--- src/rtl/mem_arbiter.sv ---
// mem_arbiter: shares one single-port 32-bit word memory between the core's
// instruction-fetch port (I) and load/store port (D). One transaction in
// flight at a time; read data is registered; sub-word stores become a
// read-modify-write because the memory has no byte enables.
//
// Latency : grant -> rvalid is 1 cycle (load/fetch/full or empty store),
//           2 cycles for a partial store.
// Backpressure: grants are combinational and only issued in IDLE; a
//           requester holds req/addr/data until it sees its gnt.
//
// Ports:
//   clk, resetn                 clock, synchronous active-low reset
//   i_req/i_addr/i_gnt          fetch request side
//   i_rvalid/i_rdata            fetch response (registered)
//   d_req/d_we/d_addr/d_be/d_wdata/d_gnt   load/store request side
//   d_rvalid/d_rdata            load/store response (d_rdata=0 after stores)
//   mem_address/mem_data_in/mem_we/mem_data_out   memory interface
module mem_arbiter #(
  parameter bit          DATA_PRIORITY = 1'b1,
  parameter int unsigned AW            = 14
) (
  input  logic        clk,
  input  logic        resetn,
  // instruction fetch port
  input  logic        i_req,
  input  logic [31:0] i_addr,
  output logic        i_gnt,
  output logic        i_rvalid,
  output logic [31:0] i_rdata,
  // load/store port
  input  logic        d_req,
  input  logic        d_we,
  input  logic [31:0] d_addr,
  input  logic [3:0]  d_be,
  input  logic [31:0] d_wdata,
  output logic        d_gnt,
  output logic        d_rvalid,
  output logic [31:0] d_rdata,
  // memory interface
  output logic [31:0] mem_address,
  output logic [31:0] mem_data_in,
  input  logic [31:0] mem_data_out,
  output logic        mem_we
);

  typedef enum logic [1:0] {
    IDLE   = 2'd0,
    RESP   = 2'd1,
    RMW_WR = 2'd2
  } state_t;

  state_t r_state;
  state_t w_next_state;

  // 1 = D port received the most recent grant, 0 = I port
  logic        r_last_d;

  logic        r_i_rvalid;
  logic [31:0] r_i_rdata;
  logic        r_d_rvalid;
  logic [31:0] r_d_rdata;

  // Read-modify-write context captured in the grant cycle
  logic [31:0] r_rmw_addr;
  logic [31:0] r_rmw_wdata;
  logic [3:0]  r_rmw_be;
  logic [31:0] r_rmw_old;

  logic [31:0] w_i_addr_m;
  logic [31:0] w_d_addr_m;
  logic        w_idle;
  logic        w_pick_d;
  logic        w_i_gnt;
  logic        w_d_gnt;
  logic        w_d_full;
  logic        w_d_none;
  logic        w_d_partial;
  logic [31:0] w_merged;
  logic        w_unused;

  // Only word-aligned addresses within the AW-bit window reach memory.
  assign w_i_addr_m = {{(32-AW){1'b0}}, i_addr[AW-1:2], 2'b00};
  assign w_d_addr_m = {{(32-AW){1'b0}}, d_addr[AW-1:2], 2'b00};
  assign w_unused   = ^{i_addr[31:AW], i_addr[1:0], d_addr[31:AW], d_addr[1:0]};

  assign w_d_full    = (d_be == 4'hF);
  assign w_d_none    = (d_be == 4'h0);
  assign w_d_partial = d_we && !w_d_full && !w_d_none;

  // Grants are withheld while reset is asserted so no requester believes a
  // transaction was accepted that the reset is about to discard.
  assign w_idle = (r_state == IDLE) && resetn;

  // D wins when alone, always under data priority, or in round-robin when
  // I was served last.
  assign w_pick_d = d_req && (!i_req || DATA_PRIORITY || !r_last_d);
  assign w_d_gnt  = w_idle && w_pick_d;
  assign w_i_gnt  = w_idle && i_req && !w_pick_d;

  assign i_gnt    = w_i_gnt;
  assign d_gnt    = w_d_gnt;
  assign i_rvalid = r_i_rvalid;
  assign i_rdata  = r_i_rdata;
  assign d_rvalid = r_d_rvalid;
  assign d_rdata  = r_d_rdata;

  // Byte-lane merge of new store data over the word read in the grant cycle
  always_comb begin
    w_merged = r_rmw_old;
    for (int n = 0; n < 4; n++) begin
      if (r_rmw_be[n]) begin
        w_merged[8*n +: 8] = r_rmw_wdata[8*n +: 8];
      end
    end
  end

  // State register
  always_ff @(posedge clk) begin
    if (!resetn) begin
      r_state <= IDLE;
    end else begin
      r_state <= w_next_state;
    end
  end

  // Next state and memory-side outputs
  always_comb begin
    w_next_state = r_state;
    mem_address  = 32'h0;
    mem_data_in  = 32'h0;
    mem_we       = 1'b0;

    case (r_state)
      IDLE: begin
        if (w_d_gnt) begin
          mem_address = w_d_addr_m;
          if (d_we && w_d_full) begin
            mem_we      = 1'b1;
            mem_data_in = d_wdata;
          end
          w_next_state = w_d_partial ? RMW_WR : RESP;
        end else if (w_i_gnt) begin
          mem_address  = w_i_addr_m;
          w_next_state = RESP;
        end
      end
      RMW_WR: begin
        mem_we       = 1'b1;
        mem_address  = r_rmw_addr;
        mem_data_in  = w_merged;
        w_next_state = RESP;
      end
      RESP: begin
        w_next_state = IDLE;
      end
      default: begin
        w_next_state = IDLE;
      end
    endcase

    // A reset landing on a write cycle must not corrupt memory.
    if (!resetn) begin
      mem_we = 1'b0;
    end
  end

  // Response, arbitration history and RMW context
  always_ff @(posedge clk) begin
    if (!resetn) begin
      r_i_rvalid  <= 1'b0;
      r_i_rdata   <= 32'h0;
      r_d_rvalid  <= 1'b0;
      r_d_rdata   <= 32'h0;
      r_last_d    <= 1'b0;
      r_rmw_addr  <= 32'h0;
      r_rmw_wdata <= 32'h0;
      r_rmw_be    <= 4'h0;
      r_rmw_old   <= 32'h0;
    end else begin
      r_i_rvalid <= 1'b0;
      r_d_rvalid <= 1'b0;

      if (w_i_gnt) begin
        r_last_d   <= 1'b0;
        r_i_rdata  <= mem_data_out;
        r_i_rvalid <= 1'b1;
      end

      if (w_d_gnt) begin
        r_last_d <= 1'b1;
        if (!d_we) begin
          r_d_rdata  <= mem_data_out;
          r_d_rvalid <= 1'b1;
        end else if (w_d_partial) begin
          // Response deferred until the merged word is written back
          r_rmw_addr  <= w_d_addr_m;
          r_rmw_wdata <= d_wdata;
          r_rmw_be    <= d_be;
          r_rmw_old   <= mem_data_out;
        end else begin
          r_d_rdata  <= 32'h0;
          r_d_rvalid <= 1'b1;
        end
      end

      if (r_state == RMW_WR) begin
        r_d_rdata  <= 32'h0;
        r_d_rvalid <= 1'b1;
      end
    end
  end

endmodule

--- config.mk ---
export PLATFORM = sky130hd
export DESIGN_NAME = mem_arbiter
export DESIGN_NICKNAME = d
export VERILOG_FILES = /design/src/rtl/mem_arbiter.sv
export SDC_FILE = /design/constraint.sdc
export NUM_CORES = 1
export LEC_CHECK = 0
export CAP_MARGIN = 40
export CORE_MARGIN = 4
export CORE_UTILIZATION = 40
export DETAILED_ROUTE_END_ITERATION = 8
export PLACE_DENSITY = 0.77
export SLEW_MARGIN = 15
export SYNTH_ARGS = -nofsm -noshare
export SYNTH_HDL_FRONTEND = slang
export SYNTH_SLANG_ARGS = --single-unit
--- constraint.sdc ---
create_clock -name clk -period 1.7 [get_ports clk]
set_input_delay 0.34 -clock clk [delete_from_list [all_inputs] [get_ports clk]]
set_output_delay 0.34 -clock clk [all_outputs]
set_load 0.005 [all_outputs]
==> impl_metrics.env, run 1 <==
export IMPL_final_setup_viol_count=128
export IMPL_fin_area_um2=11100
export IMPL_rsz0062_at_grt="yes"
export IMPL_ant_nets=0
export IMPL_vias=6678
export IMPL_crit_path_start_kind="flop"
export IMPL_clk_latency_ns=0.42
export IMPL_hold_depth=2
export IMPL_avgSynthCellArea_um2=8.84
export IMPL_drc_errors=0
export IMPL_mappedNetlistArea_um2=7180
export IMPL_areaGrowthSynthToFinish_pct=55.1
export IMPL_grtUsageTotal_pct=23.6
export IMPL_grt_max_degree=79
export IMPL_period_minus_slack_ns=2.12
export IMPL_ctsRootBufferMaster="clkbuf_16"
export IMPL_die_area_um2=20200
export IMPL_p_leak_nw=5.00
export IMPL_layout_drive_gt1_share_pct=23.1
export IMPL_violations="setup timing"
export IMPL_syn_inst=812
export IMPL_setup_ws_ns=-0.423
export IMPL_synth_top_area_share_pct=41.3
export IMPL_worst_path_max_fanout=5
export IMPL_num_rows=48
export IMPL_max_vdd_ir_drop_mv=0.737
export IMPL_post_route_period_util_pct=125
export IMPL_cp_data_arrival_time_ns=1.78
export IMPL_finalNetCount=1213
export IMPL_whs_ns=0.458
export IMPL_dr_pass1_iters=4
export IMPL_outcome="finished, violations left"
export IMPL_routedWlPerCell_um=18.9
export IMPL_antenna_found_initial=3
export IMPL_yosys_area_top_type="dfxtp_1"
export IMPL_worstPathRequired_ns=1.36
export IMPL_place_gp_congestion=0.847
export IMPL_r2r_start="r_state[0]$_SDFFE_PN0P_"
export IMPL_hold_start="r_rmw_addr[2]$_SDFFE_PN0P_"
export IMPL_viasPerCell=5.08
export IMPL_finalHoldViolCount=0
export IMPL_dpl_cell_area_um2=9720
export IMPL_synth_cell_types=34
export IMPL_hp_class="reg -> reg"
export IMPL_cp_slowest_cell="dfxtp_4"
export IMPL_synthAdderAreaFrac_pct=0
export IMPL_num_fill_cells=1433
export IMPL_async_flop_share_pct=0
export IMPL_cts_buffers=17
export IMPL_worstMarginPinSlew_ns=0.802
export IMPL_die_h_um=142
export IMPL_cellPowerDensity_nw_per_um2=838
export IMPL_slew_viol_final=0
export IMPL_initial_utilization_pct=41.2
export IMPL_cts_max_level=4
export IMPL_ys_top_cells_by_count="dfxtp_1 (148), mux2i_1 (112), inv_1 (82)"
export IMPL_fp_coreArea_um2=17400
export IMPL_drv_cap=0
export IMPL_crit_chain="nand4bb_4, buf_6, buf_12, clkbuf_16, nor2_1, a221o_1, buf_2"
export IMPL_place_ws_ns=-0.857
export IMPL_grt_pass1_wl_mm=37.3
export IMPL_yosys_top_cells_area="dfxtp_1 (41%), mux2i_1 (16%), inv_1 (4.3%), nand2_1 (4.2%), o2bb2ai_1 (3.9%)"
export IMPL_synth_compound_area_share_pct=17.2
export IMPL_slew_headroom_pct=46.5
export IMPL_max_freq_mhz=471
export IMPL_ys_seq_elements=148
export IMPL_cts_tree="built"
export IMPL_synth_top_family_by_area="compound AO/OA/AOI/OAI gates"
export IMPL_cp_depth=7
export IMPL_drtIter0Drc=345
export IMPL_grt_pass1_vias=6566
export IMPL_yosys_cell_count_top_type="dfxtp_1"
export IMPL_totalPowerFinal_mw=9.34
export IMPL_reg2regPathDepth=10
export IMPL_grt_ovfl_total=0
export IMPL_synthFlopType="dfxtp_1"
export IMPL_synth_edf_count=0
export IMPL_synthMuxAreaShare_pct=15.6
export IMPL_port_buffers=209
export IMPL_critical_path_class="reg -> out"
export IMPL_dp_hpwl_mm=16.1
export IMPL_cp_startpoint="r_state[0]$_SDFFE_PN0P_"
export IMPL_yosys_area_share_xor_xnor_pct=0
export IMPL_clock_sinks=148
export IMPL_yosysSeqAreaShare_pct=41.3
export IMPL_totalWireLength_mm=24.9
export IMPL_path_clk_slew_ns=0.06
export IMPL_die_w_um=142
export IMPL_cp_buffers_inverters=4
export IMPL_critPathCaptureType="output port"
export IMPL_synth_warnings=0
export IMPL_cp_top_family="buffers and inverters"
export IMPL_critPathMaxStageDelay_ns=0.34
export IMPL_io_pins=270
export IMPL_tns_ns=-36.25
export IMPL_synth_simple_gate_area_share_pct=13.5
export IMPL_fin_skew_ns=0.00533
export IMPL_clk_path_buf_depth=2
## metrics by stage
step	instances	util, %
floorplan	831	-
detailed placement	1248	55.8
global route	1314	64.0
global placement	1247	55.7
CTS	1307	62.4
finish	1315	64.0
## cell type report
cell class,instances,area [um^2],area share (%)
multi-input combinational,513,3780,33.9
timing repair buffer,313,3140,28.2
sequential,148,2970,26.6
clock buffer,23,508,4.56
inverter,83,319,2.86
tap,225,282,2.53
clock inverter,8,145,1.30
antenna,2,5.00,0.0449
## worst min-delay path, cell delays in order, from the launching register on
cell and delay (ns):
dfxtp_1 0.31, nand2_1 0.05, mux2i_1 0.05
## metal layers
layer	part of all wire [%]	wire length [um]	track usage [%]
met1	45	11100	31.7
met2	47	11600	37.7
met3	6.4	1610	5.75
met4	2.3	568	7.17
met5	0	0	0
## cell families after synthesis
logic type	after synthesis
AND/OR/NAND/NOR	205
flip-flops	148
AO/OA/AOI/OAI	176
buffers and inverters	170
multiplexers	112
other	1
## path summary, 6_finish.rpt
path | to | slack (ns)
setup / recovery | mem_address[9] | -0.42
hold / removal | r_rmw_addr[2]$_SDFFE_PN0P_ | 0.46
setup reg to reg | r_rmw_wdata[17]$_SDFFE_PN0P_ | -0.30
hold reg to reg | r_rmw_addr[2]$_SDFFE_PN0P_ | 0.46
## sequential cells by signal (all words and copies together), names as in the netlist
| name | cells |
|---|---|
| i_rvalid | 1 |
| r_state | 2 |
| r_rmw_wdata | 32 |
| d_rvalid | 1 |
| r_rmw_addr | 12 |
| i_rdata | 32 |
| d_rdata | 32 |
| r_rmw_be | 4 |
| r_rmw_old | 32 |
## layout by cell type, fill, tap and decap left out, types with 19 or more instances in the layout
cell type and n:
inv_1 82, a21oi_1 32, o2bb2ai_2 31, nor2_1 35, nand3_1 33, dfxtp_1 146
a21boi_0 22, buf_4 58, conb_1 20, clkdlybuf4s50_1 155, buf_2 45, nand2_1 81
o21ai_0 23, clkbuf_16 23, buf_12 19, a211oi_1 22, mux2i_1 109, nor2b_1 33
## power breakdown
part / internal, mW / total [mW] / switching (mW)
Sequential: 3.62 / 3.70 / 0.0837
Combinational: 0.775 / 1.51 / 0.731
Clock: 2.68 / 4.13 / 1.45
## what timing repair did
action | in CTS | in global routing
setup buffers | 19 | 11
hold buffers | 0 | 0
cloned | 9 | 7
pin swaps | 13 | 33
endpoints found under the setup margin | 151 | 139
resized for setup | 252 | 71
No activity file was read; power rests on OpenSTA's default activity.
==> run 2: changes to the inputs <==
- CORE_UTILIZATION: 40 -> 50
- DONT_BUFFER_PORTS: unset -> 1
- PLACE_DENSITY: 0.77 -> 0.68
==> run 2 against run 1 <==
Net effect: the flow still finishes with violations (setup timing); count of clock-buffer cells in the layout is 6 lower; maximum frequency is 5.8% higher; critical path depth down 2; first-iteration DRC count up 9.6%; clock power increased by 2%; die area fell by 19%; via count fell by 14%; utilization is 3.8 points lower; register-to-register slack improved by 0.34 ns; wire length shrank 15%; total power shrank 5.7%; global-route usage up 1.1 points; largest cell class unchanged; highest routed layer unchanged.
==> impl_metrics.env, run 2 (synthesis gave the netlist of run 1 again) <==
export IMPL_num_fill_cells=1192
export IMPL_post_route_period_util_pct=118
export IMPL_violations="setup timing"
export IMPL_fp_coreArea_um2=14000
export IMPL_place_gp_congestion=0.840
export IMPL_viasPerCell=5.76
export IMPL_crit_chain="nand4bb_4, nor3_4, buf_6, buf_12, o2bb2ai_1"
export IMPL_port_buffers=0
export IMPL_cp_slowest_cell="dfxtp_4"
export IMPL_slew_headroom_pct=61.8
export IMPL_max_freq_mhz=498
export IMPL_clk_path_buf_depth=2
export IMPL_ctsRootBufferMaster="clkbuf_16"
export IMPL_cp_top_family="simple AND/OR/NAND/NOR gates"
export IMPL_routedWlPerCell_um=21.1
export IMPL_drtIter0Drc=378
export IMPL_die_area_um2=16300
export IMPL_max_vdd_ir_drop_mv=0.636
export IMPL_final_cell_mix="dfxtp_1 (146), mux2i_1 (110), inv_1 (82), nand2_1 (81), nor2_1 (45)"
export IMPL_cellPowerDensity_nw_per_um2=1040
export IMPL_r2r_start="r_state[1]$_SDFFE_PN0P_"
export IMPL_fin_skew_ns=0.00884
export IMPL_critPathMaxStageDelay_ns=0.36
export IMPL_totalWireLength_mm=21.1
export IMPL_cts_max_level=4
export IMPL_worst_path_max_fanout=11
export IMPL_grt_pass1_vias=5449
export IMPL_instances_no_fill=997
export IMPL_placedCellCount=949
export IMPL_r2r_end="r_rmw_old[3]$_SDFFE_PN0P_"
export IMPL_tns_ns=-12.64
export IMPL_ant_nets=0
export IMPL_io_pins=270
export IMPL_reg2regPathDepth=8
export IMPL_die_w_um=128
export IMPL_seq_area_um2=2970
export IMPL_final_common_cell="dfxtp_1"
export IMPL_cts_buffers=17
export IMPL_dpl_cell_area_um2=7230
export IMPL_finalNetCount=941
export IMPL_final_setup_viol_count=47
export IMPL_hp_class="in -> reg"
export IMPL_cp_data_arrival_time_ns=1.67
export IMPL_endpoint="mem_data_in[3]"
export IMPL_clk_latency_ns=0.43
export IMPL_cp_depth=5
export IMPL_initial_utilization_pct=51.3
export IMPL_grt_pass1_wl_mm=31.1
export IMPL_drv_cap=0
export IMPL_path_clk_slew_ns=0.06
export IMPL_hold_buffers=0
export IMPL_antenna_found_initial=0
export IMPL_outcome="finished, violations left"
export IMPL_grt_max_degree=119
export IMPL_worstMarginPinSlew_ns=0.571
export IMPL_grt_ovfl_total=0
export IMPL_p_leak_nw=3.74
export IMPL_vias=5740
export IMPL_setup_ws_ns=-0.307
export IMPL_areaGrowthSynthToFinish_pct=17.3
export IMPL_totalPowerFinal_mw=8.80
export IMPL_grtUsageTotal_pct=24.7
export IMPL_slew_viol_final=0
export IMPL_clock_sinks=148
export IMPL_num_rows=43
export IMPL_fin_area_um2=8420
export IMPL_cp_buffers_inverters=2
export IMPL_r2r_slack_ns=0.04
export IMPL_crit_path_start_kind="flop"
export IMPL_critPathCaptureType="output port"
export IMPL_dr_pass1_iters=5
export IMPL_worstPathRequired_ns=1.36
export IMPL_finalHoldViolCount=0
export IMPL_cp_startpoint="r_state[1]$_SDFFE_PN0P_"
export IMPL_layout_drive_gt1_share_pct=13.1
export IMPL_period_minus_slack_ns=2.01
export IMPL_cts_tree="built"
export IMPL_die_h_um=128
export IMPL_critical_path_class="reg -> out"
export IMPL_drc_errors=0
export IMPL_multi_input_area_um2=3570
export IMPL_dp_hpwl_mm=13.9
export IMPL_rsz0062_at_grt="yes"
[run 2: power by group]
part	total, mW	switching [mW]	internal (mW)
sequential	3.73	0.110	3.62
combinational	0.841	0.455	0.387
clock	4.23	1.49	2.74
[run 2: how the worst min path moves through the flow]
stage                                      start                            to  slack [ns]  cells after the start
floorplan              r_rmw_old[0]$_SDFFE_PN0P_     r_rmw_old[0]$_SDFFE_PN0P_        0.44                      2
global placement     r_rmw_wdata[9]$_SDFFE_PN0P_   r_rmw_wdata[9]$_SDFFE_PN0P_        0.44                      2
detailed placement  r_rmw_wdata[13]$_SDFFE_PN0P_  r_rmw_wdata[13]$_SDFFE_PN0P_        0.45                      2
CTS                                   d_wdata[6]   r_rmw_wdata[6]$_SDFFE_PN0P_        0.02                      2
global route                    mem_data_out[24]    r_rmw_old[24]$_SDFFE_PN0P_        0.02                      2
finish                                d_wdata[6]   r_rmw_wdata[6]$_SDFFE_PN0P_        0.04                      2
[run 2: per-stage QoR]
stage,util [%],worst slack [ns],hold slack (ns)
6_report,60.2,-0.307,0.0367
2_1_floorplan,-,-0.00308,0.437
4_1_cts,58.7,-0.361,0.0233
3_3_place_gp,51.7,-0.0572,0.444
3_5_place_dp,51.7,-0.161,0.454
5_1_grt,60.2,-0.368,0.0212
[run 2: layout make-up]
| cell class | count | share of cell area, % |
|---|---|---|
| clock inverters | 14 | 2.79 |
| multi-input cells | 513 | 42.3 |
| flip-flops and latches | 148 | 35.2 |
| repair buffers | 41 | 8.02 |
| clock buffers | 17 | 5.05 |
| diodes | 1 | 0.0297 |
| inverters | 83 | 3.85 |
| well taps | 180 | 2.67 |
[run 2: worst register-to-register path: stages (launching register included)]
cell	delay, ns
dfxtp_4	0.36
nand4bb_4	0.25
buf_4	0.16
buf_6	0.12
clkinv_8	0.06
nand4_4	0.08
buf_12	0.17
clkbuf_16	0.20
mux2i_1	0.13
[run 2: timing repair]
action	CTS	global route
setup buffers	6	1
resized for setup	26	13
cloned	4	5
setup endpoints to repair	48	80
pin swaps	4	4
[run 2: layer usage]
metal	part of all wire [%]	global-route usage [%]	wire (um)	up-vias
met3	9.7	9.00	2040	37
met4	1.9	8.30	401	0
li1	-	-	-	2696
met5	0	0	0	-
met2	47	37.7	9800	255
met1	42	32.4	8820	2752
==> run 3: changes to the inputs <==
- CORE_MARGIN: 4 -> unset
==> run 3 against run 2 <==
Net effect: the flow still finishes with violations (setup timing); first-iteration DRC count is 9.3% higher; critical path depth rose by 1; cell area is 3.2% higher; non-clock buffer count rose by 4; worst hold slack is essentially flat; die area down 9.2%; sequential power hardly changed; count of clock-buffer cells in the layout rose by 2; critical path type unchanged.
==> impl_metrics.env, run 3 (synthesis gave the netlist of run 1 again) <==
export IMPL_areaGrowthSynthToFinish_pct=21.0
export IMPL_cts_max_level=4
export IMPL_routedWlPerCell_um=21.0
export IMPL_p_leak_nw=3.83
export IMPL_antenna_cells=0
export IMPL_critPathMaxStageDelay_ns=0.36
export IMPL_crit_chain="nand4bb_4, buf_4, buf_4, buf_12, nor2_2, a221o_1"
export IMPL_finish_utilization_pct=62.4
export IMPL_max_freq_mhz=489
export IMPL_final_cell_mix="dfxtp_1 (146), mux2i_1 (112), inv_1 (82), nand2_1 (81), nor2_1 (36)"
export IMPL_grt_ovfl_total=0
export IMPL_rsz0062_at_grt="yes"
export IMPL_grt_pass1_wl_mm=31.1
export IMPL_viasPerCell=5.73
export IMPL_final_common_cell="dfxtp_1"
export IMPL_grtUsageTotal_pct=27.8
export IMPL_worstMarginPinSlew_ns=0.526
export IMPL_num_rows=43
export IMPL_fp_coreArea_um2=13900
export IMPL_setup_ws_ns=-0.346
export IMPL_grt_max_degree=119
export IMPL_post_route_period_util_pct=120
export IMPL_clk_latency_ns=0.43
export IMPL_cts_tree="built"
export IMPL_ctsRootBufferMaster="clkbuf_16"
export IMPL_place_gp_congestion=0.808
export IMPL_r2r_slack_ns=-0.13
export IMPL_dr_pass1_iters=6
export IMPL_multi_input_area_um2=3760
export IMPL_period_minus_slack_ns=2.05
export IMPL_vias=5736
export IMPL_finalNetCount=945
export IMPL_r2r_start="r_state[0]$_SDFFE_PN0P_"
export IMPL_critPathCaptureType="output port"
export IMPL_initial_utilization_pct=51.5
export IMPL_critical_path_class="reg -> out"
export IMPL_grt_pass1_vias=5534
export IMPL_violations="setup timing"
export IMPL_die_area_um2=14800
export IMPL_endpoint="mem_address[4]"
export IMPL_reg2regPathDepth=9
export IMPL_layout_drive_gt1_share_pct=17.2
export IMPL_place_ws_ns=-0.152
export IMPL_clock_sinks=148
export IMPL_outcome="finished, violations left"
export IMPL_worst_path_max_fanout=13
export IMPL_finalHoldViolCount=0
export IMPL_die_h_um=122
export IMPL_ant_nets=0
export IMPL_drc_errors=0
export IMPL_final_setup_viol_count=127
export IMPL_dp_hpwl_mm=13.1
export IMPL_path_clk_slew_ns=0.07
export IMPL_totalWireLength_mm=21.0
export IMPL_io_pins=270
export IMPL_cts_buffers=17
export IMPL_drv_cap=0
export IMPL_cp_startpoint="r_state[0]$_SDFFE_PN0P_"
export IMPL_hp_class="in -> reg"
export IMPL_slew_viol_final=0
export IMPL_max_vdd_ir_drop_mv=0.672
export IMPL_r2r_end="r_rmw_old[15]$_SDFFE_PN0P_"
export IMPL_worstPathRequired_ns=1.36
export IMPL_die_w_um=122
export IMPL_num_fill_cells=1141
export IMPL_seq_area_um2=2970
export IMPL_port_buffers=0
export IMPL_crit_path_frequent_cell="buf_4"
export IMPL_hold_buffers=0
export IMPL_cp_data_arrival_time_ns=1.71
export IMPL_cellPowerDensity_nw_per_um2=1020
export IMPL_slew_headroom_pct=64.9
export IMPL_fin_skew_ns=0.00959
export IMPL_antenna_found_initial=0
export IMPL_cp_slowest_cell="dfxtp_4"
export IMPL_drtIter0Drc=413
export IMPL_crit_path_start_kind="flop"
export IMPL_clk_path_buf_depth=2
==> run 3: cell types whose count changed in the layout (fill, tap and decap cells not counted), sizes merged, moves of 2 or more <==
cell,before,now
inv,82,86
bufbuf,3,1
buf,33,37
clkbuf,22,26
clkinvlp,3,1
clkinv,6,4
==> run 3: worst min-delay path by stage <==
stage / startpoint / to / slack, ns / cells after the start
after floorplan: r_rmw_old[0]$_SDFFE_PN0P_ / r_rmw_old[0]$_SDFFE_PN0P_ / 0.44 / 2
after global placement: r_rmw_old[6]$_SDFFE_PN0P_ / r_rmw_old[6]$_SDFFE_PN0P_ / 0.44 / 2
after detailed placement: r_rmw_old[26]$_SDFFE_PN0P_ / r_rmw_old[26]$_SDFFE_PN0P_ / 0.45 / 2
after CTS: mem_data_out[26] / r_rmw_old[26]$_SDFFE_PN0P_ / 0.03 / 2
after global routing: d_wdata[19] / r_rmw_wdata[19]$_SDFFE_PN0P_ / 0.03 / 2
final: mem_data_out[26] / r_rmw_old[26]$_SDFFE_PN0P_ / 0.04 / 2
==> run 3: timing repair <==
| item | 4_1_cts | 5_1_grt |
|---|---|---|
| resized for setup | 36 | 46 |
| cloned | 5 | 8 |
| endpoints found under the setup margin | 110 | 87 |
| pin swaps | 3 | 30 |
| buffers inserted | 8 | 6 |
==> run 3: metal layers <==
layer,vias to the layer above,share of wire [%],wire length (um),track usage (%)
met1,2764,45,9460,37.1
met2,228,46,9690,42.1
met4,0,1.6,337,10.6
li1,2714,-,-,-
met3,30,7.1,1490,8.10
met5,-,0,0,0
==> run 3: report_power, final <==
| part | total, mW | internal [mW] | switching (mW) | leakage (nW) |
|---|---|---|---|---|
| clock network | 4.25 | 2.71 | 1.54 | 0.325 |
| registers | 3.73 | 3.62 | 0.111 | 1.20 |
| logic | 0.877 | 0.395 | 0.482 | 2.30 |
==> run 3: final cells by class <==
type,count,share of cell area (%)
Timing Repair Buffer,45,8.47
Clock buffer,19,5.21
Inverter,83,3.73
Multi-Input combinational cell,513,43.3
Tap cell,180,2.59
Clock inverter,13,2.52
Sequential cell,148,34.2
==> run 3: stage by stage <==
stage | hold slack, ns | TNS, ns | power (mW) | cell area [um^2] | instances
2_1_floorplan | 0.437 | -0.0924 | 4.41 | 7260 | 831
4_1_cts | 0.0294 | -15.83 | 8.80 | 8280 | 989
6_report | 0.0371 | -21.61 | 8.85 | 8690 | 1001
5_1_grt | 0.0326 | -30.05 | 9.17 | 8690 | 1001
3_3_place_gp | 0.445 | -0.360 | 4.47 | 7180 | 944
3_5_place_dp | 0.455 | -3.16 | 4.51 | 7180 | 944
==> run 3: critical path: cells and delay by family (launching register included) <==
| family | cells | cell delay, ns |
|---|---|---|
| buffers and inverters | 3 | 0.43 |
| flip-flops | 1 | 0.36 |
| AND/OR/NAND/NOR | 2 | 0.33 |
| AO/OA/AOI/OAI | 1 | 0.15 |
